===== config.mk =====
export PLATFORM = sky130hd
export DESIGN_NAME = dual_issue_scheduler
export DESIGN_NICKNAME = d
export VERILOG_FILES = /design/src/rtl/issue_pkg.sv /design/src/rtl/issue_hazard_check.sv /design/src/rtl/dual_issue_scheduler.sv
export SDC_FILE = /design/constraint.sdc
export NUM_CORES = 1
export LEC_CHECK = 0
export ABC_AREA = 1
export CAP_MARGIN = 5
export CORE_UTILIZATION = 40
export CTS_CLUSTER_SIZE = 28
export DETAILED_ROUTE_END_ITERATION = 10
export GPL_TIMING_DRIVEN = 0
export MAX_ROUTING_LAYER = met4
export PLACE_DENSITY = 0.92
export SYNTH_ARGS = -nofsm -noshare
export SYNTH_HDL_FRONTEND = slang
export SYNTH_HIERARCHICAL = 1
export SYNTH_SLANG_ARGS = --single-unit

===== constraint.sdc =====
create_clock -name clk -period 2.1 [get_ports clk]
set_input_delay 0.42 -clock clk [delete_from_list [all_inputs] [get_ports clk]]
set_output_delay 0.42 -clock clk [all_outputs]
set_load 0.005 [all_outputs]

===== src/rtl/issue_pkg.sv =====
// Shared definitions for the dual-issue scheduler.
//   - Issue-select encodings driven on issue_sel_inst1/inst2.
//   - Scheduler state encoding.
//   - Bit positions inside the 4-bit {regwrite, memread, memwrite, branch} ctrl field.
package issue_pkg;

    localparam logic [1:0] SEL_BUBBLE = 2'b00;
    localparam logic [1:0] SEL_A      = 2'b01;
    localparam logic [1:0] SEL_B      = 2'b10;

    typedef enum logic {
        S_BOTH   = 1'b0,  // A and B both pending
        S_B_ONLY = 1'b1   // A already issued, B still pending
    } state_e;

    localparam int unsigned CTRL_REGWRITE = 3;
    localparam int unsigned CTRL_MEMREAD  = 2;
    localparam int unsigned CTRL_MEMWRITE = 1;
    localparam int unsigned CTRL_BRANCH   = 0;

endpackage


===== src/rtl/issue_hazard_check.sv =====
// Load-use hazard check for one decoded instruction against the two EX slots.
// Ports:
//   rs_i, rt_i             source register specifiers of the instruction
//   ex_rd1_i, ex_rd2_i     destination registers of EX inst1/inst2
//   ex_memread1_i/2_i      EX inst1/inst2 is a load
//   luh_o                  instruction must wait for a load still in EX
module issue_hazard_check #(
    parameter int unsigned REG_W = 5
) (
    input  logic [REG_W-1:0] rs_i,
    input  logic [REG_W-1:0] rt_i,
    input  logic [REG_W-1:0] ex_rd1_i,
    input  logic [REG_W-1:0] ex_rd2_i,
    input  logic             ex_memread1_i,
    input  logic             ex_memread2_i,
    output logic             luh_o
);

    logic rs_hit;
    logic rt_hit;

    // r0 is hardwired zero, so it can never depend on a load.
    assign rs_hit = (rs_i != '0) &&
                    ((ex_memread1_i && (rs_i == ex_rd1_i)) ||
                     (ex_memread2_i && (rs_i == ex_rd2_i)));
    assign rt_hit = (rt_i != '0) &&
                    ((ex_memread1_i && (rt_i == ex_rd1_i)) ||
                     (ex_memread2_i && (rt_i == ex_rd2_i)));

    assign luh_o = rs_hit || rt_hit;

endmodule


===== src/rtl/dual_issue_scheduler.sv =====
// Dual-issue scheduler: picks which of the decoded pair (A older, B younger)
// enters ID/EX slots inst1/inst2 each cycle. The older issued instruction is
// always placed in inst1 so that forwarding's inst2 priority stays correct.
// Optional feature macro: ISSUE_PERF_CNT_EN (adds cnt_dual/cnt_single/cnt_stall).
// Ports:
//   clk, rst_n                      clock, asynchronous active-low reset
//   pair_valid, b_valid             pair present / slot B holds an instruction
//   a_rs/a_rt/a_rd/a_ctrl           fields of A (ctrl = {regwrite,memread,memwrite,branch})
//   b_rs/b_rt/b_rd/b_ctrl           fields of B
//   ex_rd_inst1/2, ex_memread_inst1/2  EX-stage destination / load flags
//   flush                           branch redirect, drop pending pair
//   issue_sel_inst1/2               00 bubble, 01 A, 10 B
//   pair_ready                      pair fully consumed this cycle
//   stall                           nothing issued while pair_valid=1
module dual_issue_scheduler
    import issue_pkg::*;
#(
    parameter int unsigned REG_W = 5
`ifdef ISSUE_PERF_CNT_EN
    ,
    parameter int unsigned CNT_W = 32
`endif
) (
    input  logic             clk,
    input  logic             rst_n,
`ifdef ISSUE_PERF_CNT_EN
    output logic [CNT_W-1:0] cnt_dual,
    output logic [CNT_W-1:0] cnt_single,
    output logic [CNT_W-1:0] cnt_stall,
`endif
    input  logic             pair_valid,
    input  logic             b_valid,
    input  logic [REG_W-1:0] a_rs,
    input  logic [REG_W-1:0] a_rt,
    input  logic [REG_W-1:0] a_rd,
    input  logic [3:0]       a_ctrl,
    input  logic [REG_W-1:0] b_rs,
    input  logic [REG_W-1:0] b_rt,
    input  logic [REG_W-1:0] b_rd,
    input  logic [3:0]       b_ctrl,
    input  logic [REG_W-1:0] ex_rd_inst1,
    input  logic [REG_W-1:0] ex_rd_inst2,
    input  logic             ex_memread_inst1,
    input  logic             ex_memread_inst2,
    input  logic             flush,
    output logic [1:0]       issue_sel_inst1,
    output logic [1:0]       issue_sel_inst2,
    output logic             pair_ready,
    output logic             stall
);

    state_e     state_q, state_d;
    logic       luh_a, luh_b;
    logic       raw_ab, mem_both, split;
    logic [1:0] sel1, sel2;
    logic       ready, stall_c;

    issue_hazard_check #(.REG_W(REG_W)) u_hz_a (
        .rs_i          (a_rs),
        .rt_i          (a_rt),
        .ex_rd1_i      (ex_rd_inst1),
        .ex_rd2_i      (ex_rd_inst2),
        .ex_memread1_i (ex_memread_inst1),
        .ex_memread2_i (ex_memread_inst2),
        .luh_o         (luh_a)
    );

    issue_hazard_check #(.REG_W(REG_W)) u_hz_b (
        .rs_i          (b_rs),
        .rt_i          (b_rt),
        .ex_rd1_i      (ex_rd_inst1),
        .ex_rd2_i      (ex_rd_inst2),
        .ex_memread1_i (ex_memread_inst1),
        .ex_memread2_i (ex_memread_inst2),
        .luh_o         (luh_b)
    );

    // B's destination and B's own regwrite/branch never affect pairing
    // (WAW is resolved by inst2 forwarding priority).
    logic unused_b;
    assign unused_b = ^{b_rd, b_ctrl[CTRL_REGWRITE], b_ctrl[CTRL_BRANCH]};

    assign raw_ab   = a_ctrl[CTRL_REGWRITE] && (a_rd != '0) &&
                      ((b_rs == a_rd) || (b_rt == a_rd));
    assign mem_both = (a_ctrl[CTRL_MEMREAD] || a_ctrl[CTRL_MEMWRITE]) &&
                      (b_ctrl[CTRL_MEMREAD] || b_ctrl[CTRL_MEMWRITE]);
    assign split    = raw_ab || mem_both || a_ctrl[CTRL_BRANCH];

    always_comb begin
        state_d = state_q;
        sel1    = SEL_BUBBLE;
        sel2    = SEL_BUBBLE;
        ready   = 1'b0;
        stall_c = 1'b0;
        if (flush) begin
            state_d = S_BOTH;
        end else if (pair_valid) begin
            unique case (state_q)
                S_BOTH: begin
                    if (luh_a) begin
                        stall_c = 1'b1;
                    end else if (!b_valid) begin
                        sel1  = SEL_A;
                        ready = 1'b1;
                    end else if (split || luh_b) begin
                        sel1    = SEL_A;
                        state_d = S_B_ONLY;
                    end else begin
                        sel1  = SEL_A;
                        sel2  = SEL_B;
                        ready = 1'b1;
                    end
                end
                S_B_ONLY: begin
                    if (luh_b) begin
                        stall_c = 1'b1;
                    end else begin
                        sel1    = SEL_B;
                        ready   = 1'b1;
                        state_d = S_BOTH;
                    end
                end
                default: state_d = S_BOTH;
            endcase
        end
    end

    always_ff @(posedge clk or negedge rst_n) begin
        if (!rst_n) begin
            state_q <= S_BOTH;
        end else begin
            state_q <= state_d;
        end
    end

    // Outputs are forced low for the whole time reset is held.
    assign issue_sel_inst1 = rst_n ? sel1    : SEL_BUBBLE;
    assign issue_sel_inst2 = rst_n ? sel2    : SEL_BUBBLE;
    assign pair_ready      = rst_n ? ready   : 1'b0;
    assign stall           = rst_n ? stall_c : 1'b0;

`ifdef ISSUE_PERF_CNT_EN
    logic [CNT_W-1:0] cnt_dual_q, cnt_single_q, cnt_stall_q;
    logic             is_dual, is_single;

    assign is_dual   = (sel1 != SEL_BUBBLE) && (sel2 != SEL_BUBBLE);
    assign is_single = (sel1 != SEL_BUBBLE) && (sel2 == SEL_BUBBLE);

    // Flush cycles produce no issue and no stall, so they are never counted.
    always_ff @(posedge clk or negedge rst_n) begin
        if (!rst_n) begin
            cnt_dual_q   <= '0;
            cnt_single_q <= '0;
            cnt_stall_q  <= '0;
        end else begin
            if (is_dual)   cnt_dual_q   <= cnt_dual_q + 1'b1;
            if (is_single) cnt_single_q <= cnt_single_q + 1'b1;
            if (stall_c)   cnt_stall_q  <= cnt_stall_q + 1'b1;
        end
    end

    assign cnt_dual   = cnt_dual_q;
    assign cnt_single = cnt_single_q;
    assign cnt_stall  = cnt_stall_q;
`endif

endmodule


==> impl_metrics.json <==
{
  "timing_max_transition_violations_final": 0,
  "drt_iter0_markers": 54,
  "post_synth_mux_area_share_pct": 0,
  "chipHeight_um": 55.4,
  "largest_register": "state_q",
  "reg.largest.list": "state_q (1)",
  "fp.coreArea_um2": 2590,
  "area.growth.synth_to_final_pct": 61.2,
  "layout.cells.most_common_list": "136 x nand2_1, 38 x nor2_1, 22 x inv_1",
  "synth_top_cell_area_share_pct": 48.5,
  "dpl-instance-area_um2": 1700,
  "kind_of_start_point_of_the_critical_path": "input pin",
  "globalplace.congestion": 0.836,
  "globalRoute.totalOverflow": 0,
  "drtAntennaViolNets": 0,
  "leading_cell_types_by_total_area_after_synthesis": "nand2_1 48%, nor2_1 14%, inv_1 12%",
  "hold_buffers": 0,
  "initial_antenna_violation_count": 0,
  "yosys_register_bits": 1,
  "n_fill_cell": 244,
  "clock.fmax_mhz": 489,
  "diodes": 0,
  "synth_simple_gate_area_share_pct": 73.6,
  "post-route-min-period_ps": 2040,
  "crit_path_end_kind": "output pin",
  "worst_ep_required_time_ps": 1680,
  "cp-startpoint": "ex_rd_inst1[0]",
  "synth_top_family_by_area": "simple AND/OR/NAND/NOR gates",
  "grt_pass1_vias": 1540,
  "placementRows": 18,
  "worst_path_max_delay_cell": "buf_4",
  "synth_area_in_xor_xnor_pct": 1.54,
  "syn_avg_cell_area_um2": 4.08,
  "final_cell_count_no_fill": 371,
  "largest_register_ff_count": 1,
  "post-dp-hpwl_mm": 2.78,
  "complex_gate_fraction_of_the_synthesized_area_pct": 4.18,
  "library_cell_occupying_the_most_area_in_the_post_synthesis_netlist": "nand2_1",
  "routedWlPerCell_um": 9.81,
  "worst_hold_path_type": "in -> async",
  "final_common_cell": "nand2_1",
  "crit_path_arrival_time_ps": 1620,
  "firstDrtPassIters": 4,
  "vdd_ir_drop_max_mv": 0.167,
  "total_power_w": 0.000374,
  "initial_core_util_pct": 44.0,
  "groute.usage.overall_pct": 23.2,
  "cellPowerDensity_nw_per_um2": 204,
  "die_extent_in_x_um": 55.4,
  "post_synth_instance_area_um2": 1140,
  "num_io_pins": 61,
  "cp_slowest_stage_delay_ps": 150,
  "rr_startpoint": "state_q",
  "detail_route.wirelength_mm": 3.64,
  "clkTransAtPathRegs_ps": 0,
  "yosys.area_share.adder_pct": 0,
  "crit_path_frequent_cell": "nand2_1",
  "hold_viol": 0,
  "die_area_um2": 3060,
  "cap_violations": 0,
  "critical_path_class": "in -> out",
  "route.detailed.drc": 0,
  "io_buffer_count": 52,
  "final_critical_path_setup_slack_ps": 56.0,
  "design.final.nets": 398,
  "setup_violations": 0,
  "static-leakage-power_nw": 1.16,
  "dp_cells": 361,
  "vias": 1747,
  "synth_cells": 279,
  "critical_path_peak_fanout": 8,
  "outcome": "finished, final reports clean",
  "fraction_of_the_yosys_area_taken_by_sequential_cells_pct": 2.20,
  "preCtsSetupSlack_ps": -932,
  "insertion_delay_ps": 0,
  "path_cells": "buf_4, nand2_1, nand2_1, nor2_1, nand3_1, nand2_1, nand2_1, nand2_2, nor2_4, inv_2, buf_4, nand2_1, nor2_1, buf_2",
  "post_route_cells_drive_above_1_share_pct": 29.9,
  "avgViaCountPerCell": 4.71,
  "maximum_number_of_pins_on_one_net_before_global_route_repair": 9,
  "syn_nets": 334,
  "worst_skew_ps": 0,
  "grt_pass1_wl_mm": 6.01,
  "final_instance_area_um2": 1840,
  "finalHoldWorstSlack_ps": 585,
  "period_share_pct": 97.3,
  "rsz0062_at_grt": "yes",
  "synth_cell_types": 19,
  "synthesis_warning_total": 6
}
[per-stage QoR]
stage	util, %	setup TNS (ps)
after floorplan	-	0
after global placement	65.5	-3860
after detailed placement	65.5	-4030
after CTS	65.4	0
after global routing	70.9	-104
final	70.9	0
[kinds of logic (layout without fill, tap and decap cells)]
logic type	after synthesis	count (layout)
compound gates	8	8
xor+xnor	2	2
buf+inv	54	116
flops	1	1
other cells	1	1
simple gates	213	213
[worst max-delay path, delay by kind of cell]
family,cells,cell delay [ps]
buffers and inverters,4,450
and+or+nand+nor,10,760
[path summary, 6_finish.rpt]
| path | endpoint | slack [ps] | cells after the start |
|---|---|---|---|
| setup / recovery | stall | 60 | 14 |
| hold / removal | state_q | 580 | 1 |
| setup reg to reg | state_q | 980 | 6 |
| hold reg to reg | state_q | 680 | 2 |
| max in group asynchronous | state_q | 1400 | 1 |
| min in group clk | state_q | 680 | 2 |
[power breakdown]
group / total, W / leakage (nW) / internal, W / switching (W)
clock: 0 / 0 / 0 / 0
sequential: 0.0000230 / 0.0131 / 0.0000210 / 0.00000193
combinational: 0.000351 / 1.14 / 0.000169 / 0.000181
[Yosys cell counts]
cell type / count
nor3_1: 4
a21oi_2: 1
inv_1: 36
nand3_2: 1
nand4_1: 1
o21ai_1: 3
nand2_1: 147
conb_1: 1
xnor2_1: 2
inv_2: 17
o22ai_1: 1
nor3b_1: 1
buf_4: 1
nor2_1: 43
nand2_2: 1
a21boi_0: 1
dfrtp_1: 1
nand3_1: 15
o21ai_0: 2
[metal layers]
layer	share of wire, %	global-route usage [%]	wire length (um)	up-vias
met1	45	27.8	1640	749
met2	50	44.4	1800	45
met4	2.0	2.14	74	0
li1	-	-	-	945
met5	0	-	0	-
met3	3.3	0.234	121	8
[final cells by class]
class | instances | area, um2 | area share, %
Inverter | 53 | 229 | 12.5
Buffer | 1 | 7.51 | 0.409
Timing Repair Buffer | 62 | 551 | 30.0
Sequential cell | 1 | 25.0 | 1.36
Multi-Input combinational cell | 224 | 986 | 53.7
Tap cell | 30 | 37.5 | 2.04
[what timing repair did]
action / 4_1_cts / 5_1_grt
gates resized for setup: 136 / 115
setup buffers: 7 / 3
setup endpoints to repair: 6 / 5
pin swaps: 19 / 35
Power figures use the tool's default switching activity.
